### config.mk
export PLATFORM = sky130hd
export DESIGN_NAME = lb_window_ctrl
export DESIGN_NICKNAME = d
export VERILOG_FILES = /design/src/rtl/lb_window_ctrl.sv
export SDC_FILE = /design/constraint.sdc
export NUM_CORES = 1
export LEC_CHECK = 0
export ABC_AREA = 1
export CAP_MARGIN = 20
export CORE_ASPECT_RATIO = 2
export CORE_MARGIN = 2
export CORE_UTILIZATION = 35
export CTS_BUF_LIST = sky130_fd_sc_hd__clkbuf_4
export DETAILED_ROUTE_END_ITERATION = 6
export PLACE_DENSITY = 0.56
export SYNTH_ARGS = -nofsm -noshare
export SYNTH_HDL_FRONTEND = slang
export SYNTH_SLANG_ARGS = --single-unit
### constraint.sdc
create_clock -name clk -period 2.3 [get_ports clk]
set_clock_uncertainty 0.2 [all_clocks]
set_input_delay 0.46 -clock clk [delete_from_list [all_inputs] [get_ports clk]]
set_output_delay 0.46 -clock clk [all_outputs]
set_load 0.01 [all_outputs]
### src/rtl/lb_window_ctrl.sv
// lb_window_ctrl
// Frame sequencer for the K-row line buffer in the convolution front end.
// It admits pixels only while the window consumer is ready, tracks the pixel
// column/row, and tags each accepted pixel that completes a KxK window at the
// configured stride with output-space coordinates.
//
// Ports:
//   clk, rst_n     : clock (rising edge), asynchronous active-low reset
//   start          : one-cycle frame start, honoured only in IDLE
//   pix_valid      : upstream pixel available
//   pix_ready      : controller accepts a pixel this cycle (combinational)
//   out_ready      : downstream window consumer can take windows
//   lb_wr_en       : pix_valid & pix_ready, drives the line buffer in_valid
//   win_valid      : registered; line buffer outputs form a valid window
//   win_x, win_y   : output-space coordinates of the current window
//   busy           : high in FILL and RUN
//   done           : one-cycle pulse at frame end
module lb_window_ctrl #(
  parameter int IMG_W  = 28,
  parameter int IMG_H  = 28,
  parameter int K      = 5,
  parameter int STRIDE = 1,
  parameter int CW     = 8
) (
  input  logic          clk,
  input  logic          rst_n,
  input  logic          start,
  input  logic          pix_valid,
  output logic          pix_ready,
  input  logic          out_ready,
  output logic          lb_wr_en,
  output logic          win_valid,
  output logic [CW-1:0] win_x,
  output logic [CW-1:0] win_y,
  output logic          busy,
  output logic          done
);

  typedef enum logic [1:0] {
    ST_IDLE = 2'd0,
    ST_FILL = 2'd1,
    ST_RUN  = 2'd2,
    ST_DONE = 2'd3
  } state_t;

  localparam logic [CW-1:0] COL_MAX = CW'(IMG_W - 1);
  localparam logic [CW-1:0] ROW_MAX = CW'(IMG_H - 1);
  localparam logic [CW-1:0] KM1     = CW'(K - 1);
  localparam logic [CW-1:0] KM2     = CW'(K - 2);
  localparam logic [CW-1:0] PH_MAX  = CW'(STRIDE - 1);
  localparam logic [CW-1:0] ZERO    = {CW{1'b0}};

  state_t        state_r;
  logic [CW-1:0] col_r;
  logic [CW-1:0] row_r;
  logic [CW-1:0] ph_c_r;
  logic [CW-1:0] ph_r_r;
  logic [CW-1:0] x_cnt_r;        // index the next emitted window will carry
  logic [CW-1:0] y_cnt_r;
  logic          row_emitted_r;  // current row has produced at least one window

  logic active_s;
  logic accept_s;
  logic row_wrap_s;
  logic last_pix_s;
  logic col_in_s;
  logic row_in_s;
  logic qualify_s;

  // Stride phase step: counts 0..STRIDE-1 and wraps, avoiding any modulo.
  function automatic logic [CW-1:0] phase_step(input logic [CW-1:0] ph);
    logic [CW-1:0] nxt;
    if (ph == PH_MAX) begin
      nxt = ZERO;
    end else begin
      nxt = ph + CW'(1);
    end
    return nxt;
  endfunction

  assign active_s   = (state_r == ST_FILL) || (state_r == ST_RUN);
  assign pix_ready  = active_s & out_ready;
  assign lb_wr_en   = pix_valid & pix_ready;
  assign accept_s   = lb_wr_en;
  assign row_wrap_s = accept_s & (col_r == COL_MAX);
  assign last_pix_s = row_wrap_s & (row_r == ROW_MAX);
  assign col_in_s   = (col_r >= KM1);
  assign row_in_s   = (row_r >= KM1);
  assign qualify_s  = accept_s & col_in_s & row_in_s &
                      (ph_c_r == ZERO) & (ph_r_r == ZERO);

  // Frame FSM with registered busy/done/win_valid outputs.
  always_ff @(posedge clk or negedge rst_n) begin
    if (!rst_n) begin
      state_r   <= ST_IDLE;
      busy      <= 1'b0;
      done      <= 1'b0;
      win_valid <= 1'b0;
    end else begin
      // Window for an accepted pixel appears exactly one cycle later.
      win_valid <= qualify_s;
      case (state_r)
        ST_IDLE: begin
          done <= 1'b0;
          if (start) begin
            state_r <= ST_FILL;
            busy    <= 1'b1;
          end else begin
            busy <= 1'b0;
          end
        end
        ST_FILL: begin
          if (row_wrap_s && (row_r == KM2)) begin
            state_r <= ST_RUN;
          end else begin
            state_r <= ST_FILL;
          end
        end
        ST_RUN: begin
          if (last_pix_s) begin
            state_r <= ST_DONE;
            busy    <= 1'b0;
            done    <= 1'b1;
          end else begin
            state_r <= ST_RUN;
          end
        end
        ST_DONE: begin
          state_r <= ST_IDLE;
          busy    <= 1'b0;
          done    <= 1'b0;
        end
        default: begin
          state_r <= ST_IDLE;
          busy    <= 1'b0;
          done    <= 1'b0;
        end
      endcase
    end
  end

  // Pixel position, stride phase and window coordinate tracking.
  always_ff @(posedge clk or negedge rst_n) begin
    if (!rst_n) begin
      col_r         <= ZERO;
      row_r         <= ZERO;
      ph_c_r        <= ZERO;
      ph_r_r        <= ZERO;
      x_cnt_r       <= ZERO;
      y_cnt_r       <= ZERO;
      row_emitted_r <= 1'b0;
      win_x         <= ZERO;
      win_y         <= ZERO;
    end else begin
      // Published coordinates only change together with a new window.
      if (qualify_s) begin
        win_x <= x_cnt_r;
        win_y <= y_cnt_r;
      end else begin
        win_x <= win_x;
        win_y <= win_y;
      end

      if (last_pix_s) begin
        // Frame complete: leave everything at zero for the next start.
        col_r         <= ZERO;
        row_r         <= ZERO;
        ph_c_r        <= ZERO;
        ph_r_r        <= ZERO;
        x_cnt_r       <= ZERO;
        y_cnt_r       <= ZERO;
        row_emitted_r <= 1'b0;
      end else if (row_wrap_s) begin
        col_r         <= ZERO;
        row_r         <= row_r + CW'(1);
        ph_c_r        <= ZERO;
        ph_r_r        <= row_in_s ? phase_step(ph_r_r) : ph_r_r;
        x_cnt_r       <= ZERO;
        // Only rows that emitted windows advance the output row.
        y_cnt_r       <= (row_emitted_r || qualify_s) ? (y_cnt_r + CW'(1)) : y_cnt_r;
        row_emitted_r <= 1'b0;
      end else if (accept_s) begin
        col_r         <= col_r + CW'(1);
        ph_c_r        <= col_in_s ? phase_step(ph_c_r) : ph_c_r;
        x_cnt_r       <= qualify_s ? (x_cnt_r + CW'(1)) : x_cnt_r;
        row_emitted_r <= row_emitted_r | qualify_s;
      end else begin
        col_r         <= col_r;
        row_r         <= row_r;
      end
    end
  end

endmodule

# Word level (Yosys, flattened, before mapping)
# Cells that the tools add are included.
word_totals:
  reg_bits: 70
  inputBits: 5
  out_inout_bits: 21
  wordCells: 92
classes:
  add_sub_neg: 6
  order_cmp: 2
  eq_ne: 8
  mux: 33
  bitwise: 9
  reduce_logical: 21
op_table:
  columns: ["operator", "n"]
  rows:
  - ["$mux W8", 21]
  - ["$add A8 B1 Y8 const B", 6]
  - ["$eq A8 B5 Y1 const B", 2]
  - ["$ge A8 B3 Y1 const B", 2]
  - ["$logic_not A8 Y1", 2]
  - ["$reduce_and A2 Y1", 6]
  - ["$reduce_bool A3 Y1", 4]
  - ["$and A1 B1 Y1", 8]
  - ["$eq A8 B2 Y1 const B", 1]
  - ["$pmux W2 S4", 1]
  - ["$reduce_bool A2 Y1", 4]
  - ["$mux W1", 7]
  - ["$eq A2 B2 Y1 const B", 2]
  - ["$mux W2", 2]
  - ["$ne A2 B2 Y1 const B", 2]
  - ["$pmux W1 S3", 1]
  - ["$eq A2 B1 Y1 const B", 1]
  - ["$logic_not A2 Y1", 1]
  - ["$logic_or A1 B1 Y1", 2]
  - ["$pmux W1 S2", 1]
  - ["$reduce_or A2 Y1", 1]
  - ["$logic_and A1 B1 Y1", 1]
  - ["$or A1 B1 Y1", 1]

# Logic depth before layout (Yosys ltp)
logic_depth:
  depth_word: 12
  ltp_mapped: 11
  ltp_nobuf: 11

# Worst setup path before layout
# Ideal clock, no wire load.
synth_timing:
  path_type: "reg-to-reg"
  from: "register state_r[0]"
  to: "register ph_c_r[6]"
  setup_time_ps: 123
  arrival_ps: 1668
  required_ps: 1977
  path_slack_ps: 309
  stages_incl_launch_ff: 10
  n_path_buf: 0
  synth_period_minus_slack_ps: 1991
  path_cell_list: "dfrtp_1 -> inv_1 -> ha_1 -> nand3_2 -> clkinv_4 -> nand2_4 -> clkinv_1 -> nand3_1 -> xor2_1 -> nor2_1"
synth_via:
  elab_chain_cells: 8
  elab_cells_between_ends: 12
  classes_between: "eq/ne (2); mux (2); bitwise (4); reduce/logical (4)"
synth_rtl:
  columns: ["element", "line", "text"]
  rows:
  - ["start: declaration", "53", "state_t state_r;"]
  - ["start signal: assignment", "95", "state_r <= ST_IDLE;"]
  - ["start signal: assignment", "106", "state_r <= ST_FILL;"]
  - ["start signal: assignment", "114", "state_r <= ST_RUN;"]
  - ["$eq A2 B1 Y1 / $eq A2 B2 Y1 (equally long branches)", "81", "assign active_s = (state_r == ST_FILL) || (state_r == ST_RUN);"]
  - ["$logic_or A1 B1 Y1 *", "81", null]
  - ["$and A1 B1 Y1 *", "82", "assign pix_ready = active_s & out_ready;"]
  - ["$and A1 B1 Y1 *", "83", "assign lb_wr_en = pix_valid & pix_ready;"]
  - ["named net lb_wr_en", "31", "output logic lb_wr_en,"]
  - ["$and A1 B1 Y1", "85", "assign row_wrap_s = accept_s & (col_r == COL_MAX);"]
  - ["$and A1 B1 Y1", "86", "assign last_pix_s = row_wrap_s & (row_r == ROW_MAX);"]
  - ["$reduce_bool A3 Y1 (no source line)", null, null]
  - ["$reduce_and A2 Y1 (no source line)", null, null]
  - ["end signal: assignment", "184", "ph_c_r <= col_in_s ? phase_step(ph_c_r) : ph_c_r;"]
  - ["end: declaration", "56", "logic [CW-1:0] ph_c_r;"]
# Mark *: on every way through the listed nets, which the timed path passes. The rest lies on a longest branch.
# A chain may end at the register's enable or synchronous reset.

# Final worst setup path
layout_timing:
  from: "register state_r[0]"
  to: "output pix_ready"
layout_via:
  elab_chain_cells: 3
  elab_cells_between_ends: 4
  classes_between: "eq/ne (2); bitwise (1); reduce/logical (1)"
layout_rtl:
  columns: ["element", "line", "text"]
  rows:
  - ["$eq A2 B1 Y1 / $eq A2 B2 Y1 (equally long branches)", "81", null]
  - ["$logic_or A1 B1 Y1 *", "81", null]
  - ["$and A1 B1 Y1 *", "82", null]
  - ["end: declaration", "29", "output logic pix_ready,"]
# Every way passes the cells marked *; elsewhere a longest branch is shown, timed or not.

==> flow_metrics.env <==
export IMPL_status="complete, no violations"
export IMPL_hpwl_um=6400
export IMPL_die_area_sq_um=12100
export IMPL_endpoint_kind="primary output"
export IMPL_slew_viol_final=0
export IMPL_cts_made_buffers=9
export IMPL_clock_latency_ns=0.42
export IMPL_num_fill_cells=1140
export IMPL_rows=54
export IMPL_grt_max_degree=33
export IMPL_via_count=3288
export IMPL_start_kind="flip-flop"
export IMPL_clk_path_buf_depth=2
export IMPL_synth_common_cells="nand2_1, dfrtp_1, inv_1"
export IMPL_grt_pass1_wl_um=14700
export IMPL_syn_area_sq_um=3930
export IMPL_p_switching_mw=0.724
export IMPL_first_iter_violations=117
export IMPL_syn2layout_area_growth_pct=19.4
export IMPL_setup_tns_ns=0
export IMPL_hold_path_class="primary input to asynchronous set/reset pin"
export IMPL_yosysUniqueCellTypes=31
export IMPL_top_level_ports=26
export IMPL_ys_ff_latch=70
export IMPL_die_h_um=154
export IMPL_peakVddDrop_v=0.000190
export IMPL_dp_slack_ns=-0.0720
export IMPL_holdWs_ns=0.276
export IMPL_rsz0062_at_grt="no"
export IMPL_path_clk_slew_ns=0.11
export IMPL_worstPathMaxFanout=3
export IMPL_antenna_found_initial=1
export IMPL_cts_root_buf="clkbuf_4"
export IMPL_grt_pass1_vias=3300
export IMPL_reg2reg_depth=10
export IMPL_fp_dieW_um=78.9
export IMPL_yosysWarnings=0
export IMPL_wl_um=8470
export IMPL_multi_input_area_sq_um=1850
export IMPL_start_util_pct=35.9
export IMPL_p_int_mw=1.79
export IMPL_p_comb_share_pct=12.2
export IMPL_overflow=0
export IMPL_yosys_area_top_type="dfrtp_1"
export IMPL_core_area_sq_um=10900
export IMPL_routedWlPerCell_um=12.3
export IMPL_synthArstFlopShare_pct=100
export IMPL_fin_nets=561
export IMPL_first_pass_iters=4
export IMPL_p_clk_share_pct=31.5
export IMPL_p_leak_nw=2.36
export IMPL_finalSetupViolCount=0
export IMPL_p_sw_share_pct=28.8
export IMPL_track_usage_pct=15.2
export IMPL_final_period_utilization_pct=94.9
export IMPL_hold_viol=0
export IMPL_drc=0
export IMPL_netlist_top_cells_area="dfrtp_1, nand2_1, inv_1"
export IMPL_cap_violations=0
export IMPL_synthesis_instances=486
export IMPL_tightest_slew_ns=0.370
export IMPL_place_port_buffers=25
export IMPL_cts_sinks=70
export IMPL_cts_tree="done"
export IMPL_ant_nets=0
export IMPL_htreeDepth=3
export IMPL_clock_fmax_mhz=458
export IMPL_power_density_nw_per_um2=537
export IMPL_max_slew_margin_pct=75.3
export IMPL_ys_seq_area_share_pct=44.6
export IMPL_synth_top_area_share_pct=44.6
export IMPL_routabilityCongestion=0.846
export IMPL_period_minus_slack_ns=2.18
export IMPL_drive_gt1_share_pct=13.9
export IMPL_synth_edf_count=0
export IMPL_finalWorstSetupSlack_ns=0.118
export IMPL_synth_most_common_cell="nand2_1"
export IMPL_arrival_ns=1.52
export IMPL_p_seq_share_pct=56.3
export IMPL_via_per_inst=4.79
export IMPL_crit_required_ns=1.64
export IMPL_cts_setup_buffers=0
export IMPL_syn_area_per_cell_sq_um=8.08
export IMPL_ff_latch_area_sq_um=1750
export IMPL_syn_num_nets=507
export IMPL_crit_type="flip-flop to primary output"
export IMPL_ys_flop_type="dfrtp_1"
power groups by stage:
stage                     Sequential [mW]  Combinational, mW  Clock [mW]
final                                1.42              0.307       0.794
after global routing                 1.43              0.361       0.872
after detailed placement             1.44              0.313           0
after floorplan                      1.42              0.214           0
after CTS                            1.42              0.314       0.823
after global placement               1.44              0.299           0
kinds of logic (layout without fill, tap and decap cells):
group / Yosys count / count (layout) / synth area share (%)
adders and majority gates: 16 / 16 / 5.10
and+or+nand+nor: 261 / 261 / 31.2
DFF: 70 / 70 / 44.6
other: 0 / 1 / 0
buffers and inverters: 75 / 134 / 8.67
AOI/OAI and AO/OA: 44 / 44 / 5.93
xor gates and xnor gates: 20 / 20 / 4.46
worst paths after layout:
path / start / slack (ns) / endpoint
setup / recovery: state_r[0] / 0.12 / pix_ready
hold / removal: rst_n / 0.28 / win_y[1]
setup reg to reg: state_r[0] / 0.23 / ph_c_r[6]
hold reg to reg: win_y[6] / 0.28 / win_y[6]
max in group asynchronous: rst_n / 0.84 / win_x[0]
min in group clk: win_y[6] / 0.28 / win_y[6]
layout by cell type, fill, tap and decap left out, types with 2 or more instances in the layout:
cell type	synthesis	layout
nand2_1	124	124
dfrtp_1	70	70
inv_1	56	56
nor2_1	47	47
nand3_1	37	37
clkdlybuf4s50_1	0	22
buf_4	2	21
o21ai_0	20	20
xor2_1	20	20
nand4_1	17	17
ha_1	16	15
o21ai_1	14	14
clkbuf_4	0	11
nor3_1	9	9
nand3_2	6	6
inv_2	6	6
buf_12	0	6
nor2_4	5	5
nor2_2	5	5
a21oi_1	5	5
nand2_2	4	4
clkinv_1	1	3
clkinv_4	2	2
nand2_4	2	2
nor4_1	2	2
o31ai_1	2	2
repair_timing:
| item | CTS | global route |
|---|---|---|
| endpoints found under the setup margin | 2 | 1 |
| pin swaps | 0 | 0 |
| endpoints found under the hold margin | 13 | 0 |
| gates resized for setup | 4 | 1 |
| hold buffers | 1 | 0 |
through the flow:
stage,instance area [sq um],power [mW],utilization [%],instances
final,4690,2.52,42.8,686
after global routing,4690,2.66,42.8,686
after CTS,4690,2.55,42.9,685
after detailed placement,4540,1.75,41.5,668
after global placement,4540,1.74,41.5,668
after floorplan,3930,1.63,-,486
critical path: stages (launching register included):
cell	delay [ns]
dfrtp_1	0.40
inv_1	0.11
ha_4	0.23
nand2_1	0.06
inv_1	0.04
dlygate4sd2_1	0.27
layer usage:
layer	global-route usage, %	up-vias	part of all wire, %
li1	-	1655	-
met1	15.3	1559	38
met2	28.9	56	57
met3	3.46	18	2.7
met4	6.98	0	2.7
met5	0	-	0
layout make-up:
type                    instances  area share (%)
diodes                          1          0.0534
clock buffers                  11            1.76
clock inverters                 5            1.07
inverters                      65            5.42
multi-input cells             341            39.4
flip-flops and latches         70            37.4
well taps                     140            3.74
repair buffers                 53            11.2
sequential cells by signal, summed over array words and instances (netlist names), 8 cells and up, named ones only:
register and cells:
win_x 8, win_y 8, row_r 8, ph_r_r 8, ph_c_r 8, x_cnt_r 8
col_r 8, y_cnt_r 8
(Power assumes the default switching activity.)
